File: src/rtl/ascii_dec_parser.sv
// ascii_dec_parser
// Parses ASCII decimal numbers from a UART receive byte stream. A number
// ends at LF (0x0A) or CR (0x0D), and the parsed value is presented with a
// one-cycle value_valid pulse.
//
// Optional feature: define ASCII_DEC_PARSER_SIGN_EN to accept a leading '-'
// and produce two's-complement results with signed saturation. Without it,
// '-' is an illegal character and results are unsigned.
//
// Ports:
//   clk          system clock, rising edge
//   rst_n        asynchronous active-low reset
//   rx_data      received byte, qualified by new_rx_data
//   new_rx_data  one-cycle strobe per received byte
//   value        last parsed number, held until the next value_valid
//   value_valid  one-cycle pulse, value/overflow valid
//   overflow     number exceeded range (value saturated), only with value_valid
//   error        one-cycle pulse on an illegal character
//   busy         a number is partially received (ACCUM or SKIP)
`timescale 1ns/1ps

module ascii_dec_parser #(
   parameter int WIDTH      = 32,
   parameter int MAX_DIGITS = 10
) (
   input  logic             clk,
   input  logic             rst_n,
   input  logic [7:0]       rx_data,
   input  logic             new_rx_data,
   output logic [WIDTH-1:0] value,
   output logic             value_valid,
   output logic             overflow,
   output logic             error,
   output logic             busy
);

`ifdef ASCII_DEC_PARSER_SIGN_EN
   localparam bit SIGN_EN = 1'b1;
`else
   localparam bit SIGN_EN = 1'b0;
`endif

   // The digit counter saturates one above MAX_DIGITS so that it never wraps.
   localparam int               CNT_W   = $clog2(MAX_DIGITS + 2);
   localparam logic [CNT_W-1:0] DIG_MAX = CNT_W'(MAX_DIGITS);
   localparam logic [CNT_W-1:0] DIG_SAT = CNT_W'(MAX_DIGITS + 1);

   // Signed magnitude limits, expressed at the width of the x10 intermediate.
   localparam logic [WIDTH+3:0] POS_LIM = {5'b00000, {(WIDTH-1){1'b1}}};
   localparam logic [WIDTH+3:0] NEG_LIM = {4'b0000, 1'b1, {(WIDTH-1){1'b0}}};
   localparam logic [WIDTH-1:0] POS_MAX = {1'b0, {(WIDTH-1){1'b1}}};
   localparam logic [WIDTH-1:0] NEG_MIN = {1'b1, {(WIDTH-1){1'b0}}};

   typedef enum logic [1:0] {IDLE, ACCUM, SKIP} state_t;

   state_t           state_reg, state_next;
   logic [WIDTH-1:0] acc_reg, acc_next;
   logic [CNT_W-1:0] ndig_reg, ndig_next;
   logic             ovf_reg, ovf_next;
   logic             neg_reg, neg_next;    // a '-' was seen (signed build only)
   logic             seen_reg, seen_next;  // at least one digit in this number
   logic [WIDTH-1:0] value_reg, value_next;
   logic             valid_reg, valid_next;
   logic             ovf_out_reg, ovf_out_next;
   logic             err_reg, err_next;

   // Character classification
   logic             is_digit, is_term, is_space, is_minus;
   logic [3:0]       digit_val;

   assign is_digit  = (rx_data >= 8'h30) && (rx_data <= 8'h39);
   assign is_term   = (rx_data == 8'h0A) || (rx_data == 8'h0D);
   assign is_space  = (rx_data == 8'h20);
   assign is_minus  = SIGN_EN && (rx_data == 8'h2D);
   assign digit_val = rx_data[3:0];

   // acc*10 + d as shift-and-add, four bits wider than the accumulator so
   // that any overshoot of the range is visible.
   logic [WIDTH+3:0] acc_ext, mul10;
   logic             ndig_inc, range_ovf, digit_ovf;
   logic [CNT_W-1:0] ndig_step;
   logic [WIDTH-1:0] result;

   assign acc_ext   = {4'b0000, acc_reg};
   assign mul10     = (acc_ext << 3) + (acc_ext << 1) + {{WIDTH{1'b0}}, digit_val};
   // Leading zeros do not count as significant digits.
   assign ndig_inc  = (acc_reg != '0) || (digit_val != 4'd0);
   assign ndig_step = (ndig_inc && (ndig_reg != DIG_SAT)) ? ndig_reg + CNT_W'(1) : ndig_reg;
   assign digit_ovf = ndig_step > DIG_MAX;
   assign range_ovf = SIGN_EN ? (mul10 > (neg_reg ? NEG_LIM : POS_LIM))
                              : (mul10[WIDTH+3:WIDTH] != 4'd0);

   // Final value: the accumulator holds a magnitude, negated for '-' input.
   always_comb begin
      result = acc_reg;
      if (SIGN_EN) begin
         if (ovf_reg)
            result = neg_reg ? NEG_MIN : POS_MAX;
         else if (neg_reg)
            result = '0 - acc_reg;
      end else if (ovf_reg) begin
         result = '1;
      end
   end

   always_ff @(posedge clk or negedge rst_n) begin
      if (!rst_n) begin
         state_reg   <= IDLE;
         acc_reg     <= '0;
         ndig_reg    <= '0;
         ovf_reg     <= 1'b0;
         neg_reg     <= 1'b0;
         seen_reg    <= 1'b0;
         value_reg   <= '0;
         valid_reg   <= 1'b0;
         ovf_out_reg <= 1'b0;
         err_reg     <= 1'b0;
      end else begin
         state_reg   <= state_next;
         acc_reg     <= acc_next;
         ndig_reg    <= ndig_next;
         ovf_reg     <= ovf_next;
         neg_reg     <= neg_next;
         seen_reg    <= seen_next;
         value_reg   <= value_next;
         valid_reg   <= valid_next;
         ovf_out_reg <= ovf_out_next;
         err_reg     <= err_next;
      end
   end

   always_comb begin
      state_next   = state_reg;
      acc_next     = acc_reg;
      ndig_next    = ndig_reg;
      ovf_next     = ovf_reg;
      neg_next     = neg_reg;
      seen_next    = seen_reg;
      value_next   = value_reg;
      valid_next   = 1'b0;
      ovf_out_next = 1'b0;
      err_next     = 1'b0;

      if (new_rx_data) begin
         case (state_reg)
            IDLE: begin
               if (is_digit) begin
                  acc_next   = WIDTH'(digit_val);
                  ndig_next  = (digit_val != 4'd0) ? CNT_W'(1) : '0;
                  ovf_next   = 1'b0;
                  neg_next   = 1'b0;
                  seen_next  = 1'b1;
                  state_next = ACCUM;
               end else if (is_minus) begin
                  acc_next   = '0;
                  ndig_next  = '0;
                  ovf_next   = 1'b0;
                  neg_next   = 1'b1;
                  seen_next  = 1'b0;
                  state_next = ACCUM;
               end else if (!is_space && !is_term) begin
                  err_next   = 1'b1;
                  state_next = SKIP;
               end
            end
            ACCUM: begin
               if (is_digit) begin
                  ndig_next = ndig_step;
                  seen_next = 1'b1;
                  // Overflow is sticky: the accumulator stays frozen and the
                  // remaining digits are still consumed.
                  if (ovf_reg || range_ovf || digit_ovf) begin
                     ovf_next = 1'b1;
                     acc_next = '1;
                  end else begin
                     acc_next = mul10[WIDTH-1:0];
                  end
               end else if (is_term) begin
                  state_next = IDLE;
                  if (!seen_reg) begin
                     // A lone '-' followed by a terminator
                     err_next = 1'b1;
                  end else begin
                     value_next   = result;
                     valid_next   = 1'b1;
                     ovf_out_next = ovf_reg;
                  end
               end else begin
                  err_next   = 1'b1;
                  state_next = SKIP;
               end
            end
            SKIP: begin
               if (is_term)
                  state_next = IDLE;
            end
            default: state_next = IDLE;
         endcase
      end
   end

   assign value       = value_reg;
   assign value_valid = valid_reg;
   assign overflow    = ovf_out_reg;
   assign error       = err_reg;
   assign busy        = (state_reg != IDLE);

endmodule

File: config.mk
export PLATFORM = sky130hd
export DESIGN_NAME = ascii_dec_parser
export DESIGN_NICKNAME = d
export VERILOG_FILES = /design/src/rtl/ascii_dec_parser.sv
export SDC_FILE = /design/constraint.sdc
export NUM_CORES = 1
export LEC_CHECK = 0
export BUFFER_PORTS_ARGS = -buffer_cell sky130_fd_sc_hd__buf_2
export CORE_MARGIN = 2
export CORE_UTILIZATION = 35
export DETAILED_ROUTE_END_ITERATION = 6
export PLACE_DENSITY = 0.5
export SYNTH_ARGS = -nofsm -noshare
export SYNTH_HDL_FRONTEND = slang
export SYNTH_SLANG_ARGS = --single-unit
export TNS_END_PERCENT = 30
File: constraint.sdc
create_clock -name clk -period 4.5 [get_ports clk]
set_clock_uncertainty 0.15 [all_clocks]
set_input_delay 0.9 -clock clk [delete_from_list [all_inputs] [get_ports clk]]
set_output_delay 0.9 -clock clk [all_outputs]
set_load 0.01 [all_outputs]
==> results.md, run 1 <==
* Synth top area cells: dfrtp_1, ha_1, a21oi_1, nor2_1, o21ai_0
* Final setup fails at 0
* # port buffers at 46
* Number of routed nets with antenna violations at 0
* Reg2Reg Depth at 14
* Critical Path Sink Type: flop
* Share of cells above drive strength 1 at 0.135
* Worst vdd ir at 0.128 mV
* Initial drt markers at 365
* DRT Wirelength at 15.0 mm
* Top-area cell type share of the netlist area at 0.349
* Outcome: complete, no violations
* Reg clk slew, reported paths at 60 ps
* Worst path slowest cell: fa_1
* Starting Density at 0.356
* PostCTS Resize Cnt at 0
* Max-cap violations at 0
* Post-CTS Setup Repair Bufs at 0
* R2r startpoint: acc_reg[0]$_DFFE_PN0P_
* Final min period at 4190 ps
* CTS Buf Count at 9
* Number of synthesized flops with an enable pin at 0
* Post-route clock period utilization at 0.931
* Drt wl/cell at 17.4 um
* Placer Congestion at 0.855
* Largest net degree at the start of global routing at 76
* Worst setup SP type: input port
* Post-CTS Hold Buffers at 0
* Core Rows at 45
* Seq/Total Area, Yosys at 0.349
* DIE WIDTH at 128 um
* FF-to-FF End: acc_reg[3]$_DFFE_PN0P_
* Mapped cell area at 5380 sq um
* Area growth syn-to-layout at 16.1%
* Critical Path Sink: acc_reg[3]$_DFFE_PN0P_
* Overflow after GRT at 0
* First-pass GRT wire length at 24.8 mm
* Vias per cell at 5.64
* Worst path cell trace: buf_2, fa_1, inv_1, fa_1, nor2b_1, o31a_1, o31a_1, o21ai_4, a211oi_2, o2111ai_1, a2111oi_4, buf_4, buf_4, a31oi_1, a21o_1
* WP data required at 4570 ps
* Via count at 4851
* Worst-path maximum fanout at 6
* CP Class: input port to flop
* Core footprint at 15100 sq um
* TritonRoute pass-1 iters at 4
* CP peak stage delay at 570 ps
* Clk root buf: clkbuf_16
* DP Wirelength at 11.4 mm
* # IOs at 47
* Antenna cells at 0
* Hold Slack at 323 ps
* Total Neg Setup Slack at 0 ps
* CTS tree: done
* Area leader, netlist: dfrtp_1
* Fin nets at 744
* CP startpoint: rx_data[3]
* Slew HR at 0.360
* Data arrival, critical path at 4260 ps
* Yosys warning total at 0
* Worst skew pair latency at 330 ps
* CTS H-tree depth at 3
* HP Class: flop to flop
* Syn_area_per_cell at 8.74 sq um
* Die height at 128 um
* Die Area at 16400 sq um
* Final hold vios at 0
* Total Power at 1.60 mW
* Initial antenna violation count at 0
* Yosys reg bits at 75
* Power per cell area at 257 nW/um^2
* R2r setup slk at 530 ps
* Post-route DRC at 0
* RSZ-0062 raised after global routing: no
* Final Max Slew Viols at 0
* Distinct cells, synth at 55
* Clock Sinks at 75
* GRT Resource Usage Total at 0.190
* Clock Tree Buf Depth at 2
* Vias in the first global route at 4772
* Post-layout util at 0.414
* Most common flop cell mapped by yosys: dfrtp_1
* Slew of the pin with the lowest slew margin at 960 ps
* Syn Inst Count at 615
* Fmax at 239 MHz
* Hold path startpoint: seen_reg$_DFFE_PN0P_
* Mapped Nets at 692
* Share of synthesized registers carrying an async set or reset at 1.00
* Pleak at 3.23 nW
-- power by group --
| part | switching (mW) | total [mW] | internal (mW) |
|---|---|---|---|
| registers | 0.00732 | 0.685 | 0.678 |
| logic | 0.0449 | 0.0689 | 0.0240 |
| clock network | 0.290 | 0.848 | 0.558 |
-- layout make-up --
| type | instances | area [sq um] |
|---|---|---|
| fill | 1502 | 8850 |
| multi-input combinational | 498 | 3340 |
| sequential | 75 | 1880 |
| timing repair buffer | 63 | 360 |
| clock buffer | 10 | 239 |
| tap | 188 | 235 |
| clock inverter | 6 | 113 |
| inverter | 20 | 75.1 |
-- layout by cell type, fill, tap and decap left out, types with 4 or more instances in the layout --
| cell type | Yosys | routed |
|---|---|---|
| xnor2_1 | 14 | 14 |
| nand3_1 | 8 | 8 |
| a21o_1 | 12 | 12 |
| xor2_1 | 15 | 15 |
| inv_1 | 20 | 20 |
| nand2b_1 | 4 | 4 |
| o21ai_0 | 39 | 39 |
| buf_2 | 1 | 45 |
| o21a_1 | 5 | 5 |
| nor3_1 | 9 | 8 |
| a21oi_1 | 77 | 77 |
| nand4_1 | 11 | 11 |
| a31oi_1 | 12 | 12 |
| nor2_1 | 97 | 97 |
| or2_2 | 4 | 4 |
| ha_1 | 64 | 64 |
| nor2b_1 | 5 | 5 |
| dfrtp_1 | 75 | 75 |
| a211oi_1 | 8 | 7 |
| buf_4 | 0 | 18 |
| nand2_1 | 36 | 36 |
| o211ai_1 | 5 | 5 |
| clkbuf_16 | 0 | 9 |
| or3_1 | 4 | 4 |
| nor4_1 | 13 | 13 |
| a221o_1 | 18 | 18 |
-- worst min-delay path by stage --
stage                                      end  slack (ps)  cells after the start
final                     seen_reg$_DFFE_PN0P_         320                      1
after global routing      seen_reg$_DFFE_PN0P_         340                      1
after CTS                 seen_reg$_DFFE_PN0P_         330                      1
after detailed placement  seen_reg$_DFFE_PN0P_         320                      1
after global placement    seen_reg$_DFFE_PN0P_         310                      1
after floorplan           seen_reg$_DFFE_PN0P_         280                      1
-- stage by stage --
step	std cells	worst slack (ps)	instance area, sq um
floorplan	615	174	5380
global placement	844	36.4	5880
detailed placement	844	-104	5880
CTS	860	225	6230
global route	860	22.2	6240
finish	860	308	6240
-- logic make-up after synthesis --
| kind of cell | count (synthesis) | share of synthesized area |
|---|---|---|
| compound gates | 200 | 0.240 |
| xor+xnor | 29 | 0.0472 |
| fa+ha+maj | 67 | 0.158 |
| buf+inv | 42 | 0.0323 |
| flops | 75 | 0.349 |
| simple gates | 202 | 0.173 |
-- cell usage after synthesis, types with 2 or more instances --
cell,number
nand2_1,36
or2_2,4
nand2b_1,4
a221o_1,18
a311oi_1,3
dfrtp_1,75
o211ai_1,5
and2_1,3
o21bai_1,2
a31oi_1,12
a21o_1,12
xnor2_1,14
o21a_1,5
or3_1,4
clkbuf_1,19
o21ai_0,39
nor4_1,13
o31a_1,2
a211oi_1,8
xor2_1,15
ha_1,64
fa_1,2
nand3_1,8
nor3_1,9
o22ai_1,3
buf_6,2
nor2b_1,5
inv_1,20
a21oi_1,77
nor2_1,97
nand4_1,11
-- critical path, delay by kind of cell --
| kind | cells | cell delay [ps] |
|---|---|---|
| adders and majority gates | 2 | 1010 |
| and+or+nand+nor | 1 | 170 |
| buffers and inverters | 4 | 560 |
| AOI/OAI and AO/OA | 8 | 1630 |
-- layer usage --
metal / vias to the layer above / GRT usage / part of all wire
li1: 2384 / - / -
met1: 2355 / 0.275 / 0.49
met2: 102 / 0.295 / 0.46
met3: 10 / 0.0284 / 0.038
met4: 0 / 0.0569 / 0.0080
met5: - / 0 / 0
No activity file was read; power rests on OpenSTA's default activity.
==> inputs of run 2 (changes only) <==
- GPL_TIMING_DRIVEN: default -> 0
==> results.md, run 2 (same netlist as run 1, synthesis figures left out) <==
* CP startpoint: rx_data[2] (was rx_data[3])
* Worst-path maximum fanout at 10 (was 6)
* Number of routed nets with antenna violations at 0 (unchanged)
* HP Class: input port to async pin (was flop to flop)
* Worst path slowest cell: or3_4 (was fa_1)
* TritonRoute pass-1 iters at 6 (was 4)
* Worst vdd ir at 0.143 mV (was 0.128 mV)
* Post-route clock period utilization at 0.967 (was 0.931)
* Fmax at 230 MHz (was 239 MHz)
* Pleak at 3.17 nW (was 3.23 nW)
* Reg2Reg Depth at 14 (unchanged)
* Reg clk slew, reported paths at 60 ps (about the same)
* Sequential standard cell area at 1880 sq um (unchanged)
* # IOs at 47 (unchanged)
* Starting Density at 0.356 (unchanged)
* Worst skew pair latency at 340 ps (was 330 ps)
* DRT Wirelength at 15.9 mm (was 15.0 mm)
* Worst path cell trace: buf_2, ha_1, ha_1, inv_1, fa_2, nor2b_1, o31a_1, o31a_1, o21ai_4, a211oi_4, or3_4, a2111oi_4, buf_4, buf_4, buf_2, a31oi_1 (was buf_2, fa_1, inv_1, fa_1, nor2b_1, o31a_1, o31a_1, o21ai_4, a211oi_2, o2111ai_1, a2111oi_4, buf_4, buf_4, a31oi_1, a21o_1)
* Core footprint at 15100 sq um (unchanged)
* Clk network pwr share at 0.461 (was 0.529)
* Switching power at 0.330 mW (was 0.342 mW)
* Switching Share at 0.235 (was 0.214)
* Worst setup margin at 148 ps (was 308 ps)
* Final hold vios at 0 (unchanged)
* Core Rows at 45 (unchanged)
* Slew HR at 0.429 (was 0.360)
* Critical Path Sink Type: flop (unchanged)
* R2r startpoint: acc_reg[0]$_DFFE_PN0P_ (unchanged)
* Power per cell area at 227 nW/um^2 (was 257 nW/um^2)
* Pint at 1.08 mW (was 1.26 mW)
* # port buffers at 46 (unchanged)
* RSZ-0062 raised after global routing: no (unchanged)
* Placer Congestion at 0.848 (was 0.855)
* Vias per cell at 5.59 (was 5.64)
* GRT Resource Usage Total at 0.198 (was 0.190)
* CP Class: input port to flop (unchanged)
* Max-cap violations at 0 (unchanged)
* Final Max Slew Viols at 0 (unchanged)
* Power share of the combinational group at 0.052 (was 0.043)
* FF-to-FF End: acc_reg[26]$_DFFE_PN0P_ (was acc_reg[3]$_DFFE_PN0P_)
* Sequential share of power at 0.487 (was 0.428)
* Post-CTS Hold Buffers at 0 (unchanged)
* Slew of the pin with the lowest slew margin at 854 ps (was 960 ps)
* Clock Sinks at 75 (unchanged)
* Area of the multi-input gates at 3360 sq um (was 3340 sq um)
* CP peak stage delay at 400 ps (was 570 ps)
* Antenna cells at 0 (unchanged)
* Fin nets at 756 (was 744)
* Data arrival, critical path at 4390 ps (was 4260 ps)
* Initial drt markers at 209 (was 365)
* Share of cells above drive strength 1 at 0.118 (was 0.135)
* Final setup fails at 0 (unchanged)
* Most common cell after layout, fill and taps aside: nor2_1 (unchanged)
* First-pass GRT wire length at 25.5 mm (was 24.8 mm)
* Clk root buf: clkbuf_16 (unchanged)
* Final min period at 4350 ps (was 4190 ps)
* Overflow after GRT at 0 (unchanged)
* # fillers at 1497 (was 1502)
* Die height at 128 um (unchanged)
* Worst setup SP type: input port (unchanged)
* DP Wirelength at 12.1 mm (was 11.4 mm)
* Clock Tree Buf Depth at 2 (unchanged)
* Post-Place Worst Slack at -752 ps (was -104 ps)
* WP data required at 4540 ps (was 4570 ps)
* Via count at 4877 (was 4851)
* Outcome: complete, no violations (unchanged)
* DIE WIDTH at 128 um (unchanged)
* Die Area at 16400 sq um (unchanged)
* CTS Buf Count at 9 (unchanged)
* Critical Path Sink: acc_reg[26]$_DFFE_PN0P_ (was acc_reg[3]$_DFFE_PN0P_)
* Post-route DRC at 0 (unchanged)
* Most frequent cells in the layout: nor2_1, a21oi_1, dfrtp_1 (unchanged)
* R2r setup slk at 340 ps (was 530 ps)
* Area growth syn-to-layout at 15.4% (was 16.1%)
* Initial antenna violation count at 0 (unchanged)
* Total Power at 1.41 mW (was 1.60 mW)
* CTS tree: done (unchanged)
* Largest net degree at the start of global routing at 71 (was 76)
* CTS H-tree depth at 3 (unchanged)
* Vias in the first global route at 4836 (was 4772)
* Drt wl/cell at 18.2 um (was 17.4 um)
## run 2: cell count changes in the layout (fill, tap and decap cells not counted), sizes merged
cell	change
buf	-7
bufinv	-3
clkbuf	+22
## run 2: worst min path at each step
stage / end / slack [ps]
floorplan: seen_reg$_DFFE_PN0P_ / 280
global placement: seen_reg$_DFFE_PN0P_ / 310
detailed placement: seen_reg$_DFFE_PN0P_ / 310
CTS: value_valid$_DFF_PN0_ / 210
global route: value_valid$_DFF_PN0_ / 210
finish: value_valid$_DFF_PN0_ / 210
## run 2: routing by layer
layer / wire length, um / track usage / vias up
met4: 374 / 0.0653 / 0
met1: 8050 / 0.282 / 2370
met2: 7040 / 0.311 / 88
li1: - / - / 2394
met5: 0 / 0 / -
met3: 398 / 0.0280 / 25
## run 2: timing repair
action / 4_1_cts / 5_1_grt
gates resized for setup: 0 / 6
pin swaps: 1 / 6
setup buffers: 4 / 3
endpoints found under the setup margin: 32 / 22
## run 2: power by group through the flow
stage	logic [mW]	registers [mW]	clock network (mW)
2_1_floorplan	0.0362	0.694	0
3_3_place_gp	0.0666	0.697	0
3_5_place_dp	0.0715	0.697	0
4_1_cts	0.0726	0.685	0.653
5_1_grt	0.0841	0.686	0.680
6_report	0.0732	0.685	0.649
## run 2: area by class of cell
| cell class | count | area share |
|---|---|---|
| Timing Repair Buffer | 54 | 0.0504 |
| Clock buffer | 13 | 0.0387 |
| Clock inverter | 3 | 0.00242 |
| Inverter | 20 | 0.0121 |
| Tap cell | 188 | 0.0379 |
| Buffer | 21 | 0.0141 |
| Sequential cell | 75 | 0.303 |
| Multi-Input combinational cell | 498 | 0.542 |
## run 2: critical path: cells and delay by family
kind,cells,cell delay [ps]
and+or+nand+nor,2,460
buffers and inverters,5,780
AOI/OAI and AO/OA,6,1490
adders and majority gates,3,750
## run 2: metrics by stage
step	instance area (sq um)	hold WS, ps	instances	utilization	TNS (ps)
after global routing	6200	213	872	0.411	0
after detailed placement	5870	313	850	0.389	-19630
after CTS	6160	211	870	0.408	0
final	6200	214	872	0.411	0
after floorplan	5380	285	615	-	0
after global placement	5840	311	849	0.387	-21560
